### src/rtl/execute_stage_pkg.sv
// ---------------------------------------------------------------------------
// execute_stage_pkg
// Shared definitions for the execute stage and the decode-side control unit:
//   - ALU op-code encodings (alu_op_e)
//   - control bundle, E-stage and M-stage register layouts
//   - the all-zero bubble value for each bundle
//   - destination-register select helper
// ---------------------------------------------------------------------------
package execute_stage_pkg;

    typedef enum logic [3:0] {
        ALU_ADD = 4'b0010,
        ALU_AND = 4'b0100,
        ALU_OR  = 4'b0101,
        ALU_XOR = 4'b0110,
        ALU_NOR = 4'b0111,
        ALU_SLT = 4'b1011,
        ALU_SLL = 4'b1110,
        ALU_SRL = 4'b1101,
        ALU_SRA = 4'b1100
    } alu_op_e;

    typedef struct packed {
        logic reg_write;
        logic memto_reg;
        logic mem_write;
        logic reg_dst;
    } ctrl_t;

    typedef struct packed {
        ctrl_t       ctrl;
        logic [3:0]  alu_control;
        logic [31:0] src_a;
        logic [31:0] src_b;
        logic [31:0] write_data;
        logic [4:0]  rt;
        logic [4:0]  rd;
    } e_reg_t;

    typedef struct packed {
        logic        reg_write;
        logic        memto_reg;
        logic        mem_write;
        logic        zero;
        logic [31:0] alu_out;
        logic [31:0] write_data;
        logic [4:0]  write_reg;
    } m_reg_t;

    localparam ctrl_t  CTRL_BUBBLE = '0;
    localparam e_reg_t E_BUBBLE    = '0;
    localparam m_reg_t M_BUBBLE    = '0;

    // R-type instructions write rd, I-type write rt.
    function automatic logic [4:0] select_dest(input logic reg_dst,
                                               input logic [4:0] rt,
                                               input logic [4:0] rd);
        return reg_dst ? rd : rt;
    endfunction

endpackage

### src/rtl/execute_stage_alu_core.sv
// ---------------------------------------------------------------------------
// alu_core
// Purely combinational 32-bit ALU.
// Ports:
//   a, b   (in, 32) operands; shifts use b[4:0] only
//   code   (in, 4)  op code from execute_stage_pkg::alu_op_e
//   result (out,32) ALU result; unknown codes yield 0
//   zero   (out,1)  result == 0
// Add wraps modulo 2^32; no overflow indication exists.
// ---------------------------------------------------------------------------
module alu_core
    import execute_stage_pkg::*;
(
    input  logic [31:0] a,
    input  logic [31:0] b,
    input  logic [3:0]  code,
    output logic [31:0] result,
    output logic        zero
);

    logic [4:0] shamt;

    assign shamt = b[4:0];

    always_comb begin
        result = '0;
        case (code)
            ALU_ADD: result = a + b;
            ALU_AND: result = a & b;
            ALU_OR:  result = a | b;
            ALU_XOR: result = a ^ b;
            ALU_NOR: result = ~(a | b);
            ALU_SLT: result = ($signed(a) < $signed(b)) ? 32'd1 : 32'd0;
            ALU_SLL: result = a << shamt;
            ALU_SRL: result = a >> shamt;
            ALU_SRA: result = 32'($signed(a) >>> shamt);
            default: result = '0;
        endcase
    end

    assign zero = (result == '0);

endmodule

### src/rtl/execute_stage.sv
// ---------------------------------------------------------------------------
// execute_stage
// E-stage pipeline register, ALU, and M-stage pipeline register of a
// 5-stage MIPS-style pipeline. D inputs reach M outputs after 2 edges.
// Ports:
//   clock, reset_n            clock / async active-low reset
//   stallE                    hold E register, bubble into M register
//   flushE                    bubble into E register (wins over stallE)
//   RegWriteD..RegDstD        decode control bundle
//   ALUControlD               ALU op code
//   regA, regB                ALU operands
//   WriteDataD                store data (rt value)
//   rtD, rdD                  destination candidates
//   RegWriteE, WriteRegE      E-stage hazard visibility
//   RegWriteM, MemtoRegM, MemWriteM, ZeroM, ALUOutM, WriteDataM, WriteRegM
//                             M-stage register outputs
// ---------------------------------------------------------------------------
module execute_stage
    import execute_stage_pkg::*;
(
    input  logic        clock,
    input  logic        reset_n,
    input  logic        stallE,
    input  logic        flushE,
    input  logic        RegWriteD,
    input  logic        MemtoRegD,
    input  logic        MemWriteD,
    input  logic        RegDstD,
    input  logic [3:0]  ALUControlD,
    input  logic [31:0] regA,
    input  logic [31:0] regB,
    input  logic [31:0] WriteDataD,
    input  logic [4:0]  rtD,
    input  logic [4:0]  rdD,
    output logic        RegWriteE,
    output logic [4:0]  WriteRegE,
    output logic        RegWriteM,
    output logic        MemtoRegM,
    output logic        MemWriteM,
    output logic        ZeroM,
    output logic [31:0] ALUOutM,
    output logic [31:0] WriteDataM,
    output logic [4:0]  WriteRegM
);

    e_reg_t      e_d;
    e_reg_t      e_q;
    m_reg_t      m_d;
    m_reg_t      m_q;
    logic [31:0] alu_result;
    logic        alu_zero;
    logic [4:0]  write_reg_e;

    always_comb begin
        e_d                     = E_BUBBLE;
        e_d.ctrl.reg_write      = RegWriteD;
        e_d.ctrl.memto_reg      = MemtoRegD;
        e_d.ctrl.mem_write      = MemWriteD;
        e_d.ctrl.reg_dst        = RegDstD;
        e_d.alu_control         = ALUControlD;
        e_d.src_a               = regA;
        e_d.src_b               = regB;
        e_d.write_data          = WriteDataD;
        e_d.rt                  = rtD;
        e_d.rd                  = rdD;
    end

    always_ff @(posedge clock or negedge reset_n) begin
        if (!reset_n) begin
            e_q <= E_BUBBLE;
        end else if (flushE) begin
            e_q <= E_BUBBLE;
        end else if (!stallE) begin
            e_q <= e_d;
        end
    end

    alu_core u_alu (
        .a      (e_q.src_a),
        .b      (e_q.src_b),
        .code   (e_q.alu_control),
        .result (alu_result),
        .zero   (alu_zero)
    );

    assign write_reg_e = select_dest(e_q.ctrl.reg_dst, e_q.rt, e_q.rd);

    always_comb begin
        m_d            = M_BUBBLE;
        m_d.reg_write  = e_q.ctrl.reg_write;
        m_d.memto_reg  = e_q.ctrl.memto_reg;
        m_d.mem_write  = e_q.ctrl.mem_write;
        m_d.zero       = alu_zero;
        m_d.alu_out    = alu_result;
        m_d.write_data = e_q.write_data;
        m_d.write_reg  = write_reg_e;
    end

    // A flush keeps the M side advancing: the instruction already in E is
    // older than the one being squashed and must still complete.
    always_ff @(posedge clock or negedge reset_n) begin
        if (!reset_n) begin
            m_q <= M_BUBBLE;
        end else if (stallE && !flushE) begin
            m_q <= M_BUBBLE;
        end else begin
            m_q <= m_d;
        end
    end

    assign RegWriteE  = e_q.ctrl.reg_write;
    assign WriteRegE  = write_reg_e;
    assign RegWriteM  = m_q.reg_write;
    assign MemtoRegM  = m_q.memto_reg;
    assign MemWriteM  = m_q.mem_write;
    assign ZeroM      = m_q.zero;
    assign ALUOutM    = m_q.alu_out;
    assign WriteDataM = m_q.write_data;
    assign WriteRegM  = m_q.write_reg;

endmodule
### config.mk
export PLATFORM = sky130hd
export DESIGN_NAME = execute_stage
export DESIGN_NICKNAME = d
export VERILOG_FILES = /design/src/rtl/execute_stage_pkg.sv /design/src/rtl/execute_stage_alu_core.sv /design/src/rtl/execute_stage.sv
export SDC_FILE = /design/constraint.sdc
export NUM_CORES = 1
export LEC_CHECK = 0
export ABC_AREA = 1
export ABC_CLOCK_PERIOD_IN_PS = 8100
export CORE_UTILIZATION = 28
export CTS_CLUSTER_DIAMETER = 200
export CTS_CLUSTER_SIZE = 40
export DETAILED_ROUTE_END_ITERATION = 6
export SYNTH_ARGS = -nofsm -noshare
export SYNTH_HDL_FRONTEND = slang
export SYNTH_SLANG_ARGS = --single-unit
### constraint.sdc
create_clock -name clock -period 8.1 [get_ports clock]
set_clock_uncertainty 0.05 [all_clocks]
set_input_delay 1.62 -clock clock [delete_from_list [all_inputs] [get_ports clock]]
set_output_delay 1.62 -clock clock [all_outputs]
set_load 0.05 [all_outputs]
Yosys cells after proc, flatten, opt, wreduce, memory -nomap -nowiden
Index checks and enable logic that the tools add are counted.
{"block": "op_classes", "order_cmp": 1, "n_mux": 6, "bitwise_logic": 4, "add_sub_neg": 1, "shifts": 3, "n_eq_ne": 10, "n_reduce_logical": 3}
{"op": "case mux 32 bit (9 select lines)", "n": 1}
{"op": "two-way mux 114 bit", "n": 2}
{"op": "two-way mux 73 bit", "n": 1}
{"op": "adder 32 bit", "n": 1}
{"op": "AND 32 bit", "n": 1}
{"op": "zero test 32 bit", "n": 1}
{"op": "less-than comparator 32 bit", "n": 1}
{"op": "NOT 32 bit", "n": 1}
{"op": "bitwise OR 32 bit", "n": 1}
{"op": "left shift 32 x 5 -> 32 bit", "n": 1}
{"op": ">> shifter 32 x 5 -> 32 bit", "n": 1}
{"op": ">>> shifter 32 x 5 -> 32 bit", "n": 1}
{"op": "XOR 32 bit", "n": 1}
{"op": "== test 4 x 3 -> 1 bit, second input constant", "n": 4}
{"op": "== test 4 bit, second input constant", "n": 4}
{"op": "two-way mux 5 bit", "n": 1}
{"op": "== test 4 x 2 -> 1 bit, second input constant", "n": 1}
{"op": "inequality test 2 x 1 -> 1 bit, second input constant", "n": 1}
{"op": "logical AND 1 bit", "n": 1}
{"op": "zero test 1 bit", "n": 1}
{"op": "two-way mux 1 bit", "n": 1}
{"block": "totals", "out_inout_bits": 79, "word_cells": 45, "register_bits": 187}

Longest topological paths before layout
{"block": "depth", "ltp_word": 5, "depth_mapped": 23, "depth_no_buf": 20}

Cells and area by module
From an unflattened synthesis, not the netlist that was laid out.
{"block": "unflattened", "hier_cells": 2515, "area_unflattened_um2": 15428.5}
{"module": "alu_core", "area_each_um2": 8634.5, "cells_per_inst": 1779, "instances": 1, "seq_area_each_um2": 0.0}
{"module": "execute_stage", "area_each_um2": 6794.0, "cells_per_inst": 736, "instances": 1, "seq_area_each_um2": 4679.5}

Worst setup path before layout
OpenSTA, ideal clock, no wires.
{"block": "synth_timing", "path_kind": "input -> register", "startpoint": "input stallE", "endpoint": "register e_q[101] (netlist name)", "setup_time_ns": 0.078, "t_required_ns": 7.972, "stages": 5, "arrival_time_ns": 2.587, "path_slack_ns": 5.386, "path_cell_list": "clkbuf_1 clkbuf_1 clkbuf_1 o21ai_0 a21oi_1"}
{"block": "synth_via", "elab_chain_len": 1}
{"element": "start, declared", "line_no": "execute_stage.sv:23", "rtl": "input logic stallE,"}
{"element": "inequality test 2 x 1 -> 1 bit (no line)"}
{"element": "end signal, assigned", "line_no": "execute_stage.sv:70", "rtl": "e_q <= E_BUBBLE;"}
{"element": "end signal, assigned", "line_no": "execute_stage.sv:72", "rtl": "e_q <= E_BUBBLE;"}
{"element": "end signal, assigned", "line_no": "execute_stage.sv:74", "rtl": "e_q <= e_d;"}
{"element": "end, declared", "line_no": "execute_stage.sv:47", "rtl": "e_reg_t e_q;"}
No other way between the ends.
A chain may end at the register's enable or synchronous reset.

Worst setup path after layout
{"block": "layout_timing", "startpoint": "register e_q[44] (netlist name)", "endpoint": "register m_q, in the netlist ZeroM"}
{"block": "layout_via", "elab_chain_len": 5, "elab_cells_between_ends": 13, "classes_between": "add/sub (1); order compare (1); shift (3); mux (3); bitwise (4); reduce/logical (1)"}
{"element": "less-than comparator 32 bit or bitwise OR 32 bit (tied branches)", "line_no": "execute_stage_alu_core.sv:33, execute_stage_alu_core.sv:30, execute_stage_alu_core.sv:32"}
{"element": "two-way mux 1 bit or NOT 32 bit (tied branches)", "line_no": "execute_stage_alu_core.sv:33, execute_stage_alu_core.sv:32"}
{"element": "case mux 32 bit (9 select lines) (*)", "line_no": "execute_stage_alu_core.sv:27", "rtl": "case (code)"}
{"element": "zero test 32 bit (*)", "line_no": "execute_stage_alu_core.sv:41", "rtl": "assign zero = (result == '0);"}
{"element": "two-way mux 73 bit (*)", "line_no": "execute_stage.sv:104", "rtl": "end else if (stallE && !flushE) begin"}
{"element": "end signal, assigned", "line_no": "execute_stage.sv:107", "rtl": "m_q <= m_d;"}
{"element": "end, declared", "line_no": "execute_stage.sv:49", "rtl": "m_reg_t m_q;"}
Mark *: on every way between the ends. The rest lies on a longest branch, timed or not.

==> impl_metrics.env <==
export IMPL_outcome="finished clean"
export IMPL_fin_crit_sh_pct=47.7
export IMPL_syn_inst=2278
export IMPL_rows=83
export IMPL_cp_startpoint="e_q[44]$_DFFE_PN0N_"
export IMPL_rsz0062_at_grt="false"
export IMPL_stdcell_count=3089
export IMPL_n_antenna_cell=0
export IMPL_r2r_cells=19
export IMPL_synth_nets=2494
export IMPL_grt_pass1_vias=15800
export IMPL_synth_distinct_cells=43
export IMPL_vias_per_cell=5.15
export IMPL_tritoncts="done"
export IMPL_grt_overflow_total=0
export IMPL_drt_first_pass_iters=5
export IMPL_grt_max_degree=128
export IMPL_postCtsResizedCells=0
export IMPL_pin_count=197
export IMPL_setup_tns_ns=0
export IMPL_path_max_fanout=65
export IMPL_r2r_start="e_q[44]$_DFFE_PN0N_"
export IMPL_crit_type="reg -> reg"
export IMPL_clock_sinks=187
export IMPL_finalSetupViolCount=0
export IMPL_finalInstanceArea_sq_um=17800
export IMPL_route_vias_total=15900
export IMPL_cts_root_buffer="clkbuf_16"
export IMPL_ys_flop_type="dfrtp_1"
export IMPL_cts_clk_slew_worst_paths_ns=0.08
export IMPL_synth_seq_cells=187
export IMPL_syn_to_final_growth_pct=20.7
export IMPL_tightest_slew_ns=1.08
export IMPL_synthArstFlopShare_pct=100
export IMPL_postRouteWirelength_microns=63900
export IMPL_portBuffers=196
export IMPL_synth_largest_area_cell="dfrtp_1"
export IMPL_cp_required_ns=8.45
export IMPL_hold_viol=0
export IMPL_drc=0
export IMPL_endpoint_kind="flop"
export IMPL_ys_seq_area_share_pct=31.7
export IMPL_post_drt_wl_per_cell_microns=20.7
export IMPL_grt_pass1_wl_microns=97300
export IMPL_startpoint_type="flop"
export IMPL_grt_use_total_pct=23.9
export IMPL_die_h_microns=232
export IMPL_clk_latency_ns=0.47
export IMPL_postPlaceCellArea_sq_um=17200
export IMPL_min_path_type="reg -> reg"
export IMPL_antenna_found_initial=0
export IMPL_final_max_slew_viol_count=0
export IMPL_place_gp_congestion=1.02
export IMPL_cts_max_level=4
export IMPL_post_cts_setup_buffers=0
export IMPL_dp_cells=3057
export IMPL_cap_violations=0
export IMPL_synth_edff_count=0
export IMPL_r2r_setup_slack_ns=4.23
export IMPL_fin_crit_ns=3.87
export IMPL_dpl_hpwl_microns=50400
export IMPL_synthMostInstantiatedCell="nand2_1"
export IMPL_start_util_pct=28.5
export IMPL_cts_buffer_depth=2
export IMPL_power_leakage_uw=0.00871
export IMPL_synth_area_sq_um=14800
export IMPL_crit_end="ZeroM$_DFF_PN0_"
export IMPL_dieArea_sq_um=53600
export IMPL_cp_arrival_ns=4.22
export IMPL_avgSynthCellArea_sq_um=6.48
export IMPL_synth_top_area_share_pct=31.7
export IMPL_max_slew_margin_pct=27.8
export IMPL_core_sq_um=51700
export IMPL_drive_above_1_share_pct=3.45
export IMPL_max_freq_mhz=259
export IMPL_nNetsFinal=2612
export IMPL_ir_worst_vdd_mv=0.111
export IMPL_powerDensity_nw_per_um2=159
export IMPL_dr_first_iter_drc_count=1206
export IMPL_numCtsBuffers=17
export IMPL_die_w_microns=232
export IMPL_r2r_end="ZeroM$_DFF_PN0_"
export IMPL_synth_top_cells_by_count="nand2_1, nand3_1, inv_1"
export IMPL_synthTopCellsByArea="dfrtp_1, nand2_1, nand3_1"
export IMPL_ant_nets=0
export IMPL_yosys_warnings=0
export IMPL_ctsHoldBuffers=0
## worst min-delay path by stage
stage                       start                 end  slack (ns)  cells after the start
6_report       e_q[7]$_DFFE_PN0N_  e_q[7]$_DFFE_PN0N_        0.43                      2
5_1_grt        e_q[2]$_DFFE_PN0N_  e_q[2]$_DFFE_PN0N_        0.45                      2
4_1_cts        e_q[2]$_DFFE_PN0N_  e_q[2]$_DFFE_PN0N_        0.43                      2
3_5_place_dp   e_q[2]$_DFFE_PN0N_  e_q[2]$_DFFE_PN0N_        0.41                      2
3_3_place_gp   e_q[8]$_DFFE_PN0N_  e_q[8]$_DFFE_PN0N_        0.40                      2
2_1_floorplan  e_q[3]$_DFFE_PN0N_  e_q[3]$_DFFE_PN0N_        0.39                      2
## stage by stage
stage / utilization, % / setup WS [ns] / total power (uW) / hold WS, ns
2_1_floorplan: - / 5.39 / 1600 / 0.392
3_3_place_gp: 33.3 / 4.29 / 1950 / 0.405
3_5_place_dp: 33.3 / 4.22 / 1950 / 0.409
4_1_cts: 34.4 / 4.29 / 2850 / 0.431
5_1_grt: 34.4 / 3.98 / 2980 / 0.451
6_report: 34.4 / 4.23 / 2830 / 0.426
## cells in the final DEF, fill, tap and decap left out, drive strengths merged, types with 2 or more instances in the layout
| cell | netlist | layout |
|---|---|---|
| nand2 | 626 | 626 |
| nand3 | 346 | 346 |
| inv | 245 | 253 |
| clkdlybuf4s50 | 0 | 194 |
| a21oi | 188 | 188 |
| dfrtp | 187 | 187 |
| nor2 | 184 | 184 |
| o21ai | 179 | 179 |
| ha | 97 | 97 |
| nand4 | 20 | 20 |
| nor3 | 19 | 19 |
| o22ai | 18 | 18 |
| clkbuf | 62 | 18 |
| buf | 52 | 18 |
| o211ai | 14 | 14 |
| a31oi | 5 | 5 |
| o21a | 4 | 4 |
| nand3b | 4 | 4 |
| a221oi | 4 | 4 |
| o21bai | 3 | 3 |
| a211oi | 3 | 3 |
| o2111ai | 3 | 3 |
| a21o | 3 | 3 |
| clkinvlp | 0 | 3 |
| clkinv | 0 | 3 |
| o221ai | 2 | 2 |
| and2 | 2 | 2 |
## where the power goes
group / leakage [uW] / total, uW / switching (uW) / internal, uW
Sequential: 0.00246 / 1050 / 59.5 / 995
Combinational: 0.00596 / 883 / 608 / 274
Clock: 0.000290 / 893 / 446 / 447
## state kept, by name, indices dropped and copies added (netlist names)
register / cells
ZeroM: 1
RegWriteM: 1
ALUOutM: 32
e_q: 113
MemtoRegM: 1
WriteDataM: 32
RegWriteE: 1
WriteRegM: 5
MemWriteM: 1
## worst max-delay path, cell delays in order (launching register included)
cell and delay [ns]:
dfrtp_2 0.39, buf_4 0.33, inv_2 0.10, buf_4 0.56, ha_1 0.44, nand3_1 0.15, nand3_1 0.19, nand2_1 0.11
nand2_1 0.10, nand2_1 0.08, nand3_1 0.11, nor2_1 0.13, nor2_1 0.05, nor2_1 0.31, nand2_1 0.13, nor2_1 0.12
nand2_1 0.05, nor2_1 0.13, nand3_1 0.09, nor2_1 0.09
## cell type report
| class | count | area [sq um] |
|---|---|---|
| multi-input combinational | 1732 | 8650 |
| timing repair buffer | 213 | 2090 |
| inverter | 245 | 925 |
| tap | 680 | 851 |
| sequential | 187 | 4680 |
| fill | 5692 | 33900 |
| clock inverter | 15 | 189 |
| clock buffer | 17 | 425 |
## routing by layer
layer	GRT usage (%)	wire length, microns	vias up
met1	31.7	28400	7572
met2	39.7	29700	539
met4	8.35	2150	0
met5	0	0	-
li1	-	-	7717
met3	3.31	3690	81
## kinds of logic after synthesis
family                     share of synthesized area (%)
DFF                                                 31.7
AOI/OAI and AO/OA                                   15.6
buffers and inverters                               9.83
and+or+nand+nor                                     34.5
xor gates and xnor gates                          0.0593
adders and majority gates                           8.36
No activity file was read; power rests on OpenSTA's default activity.
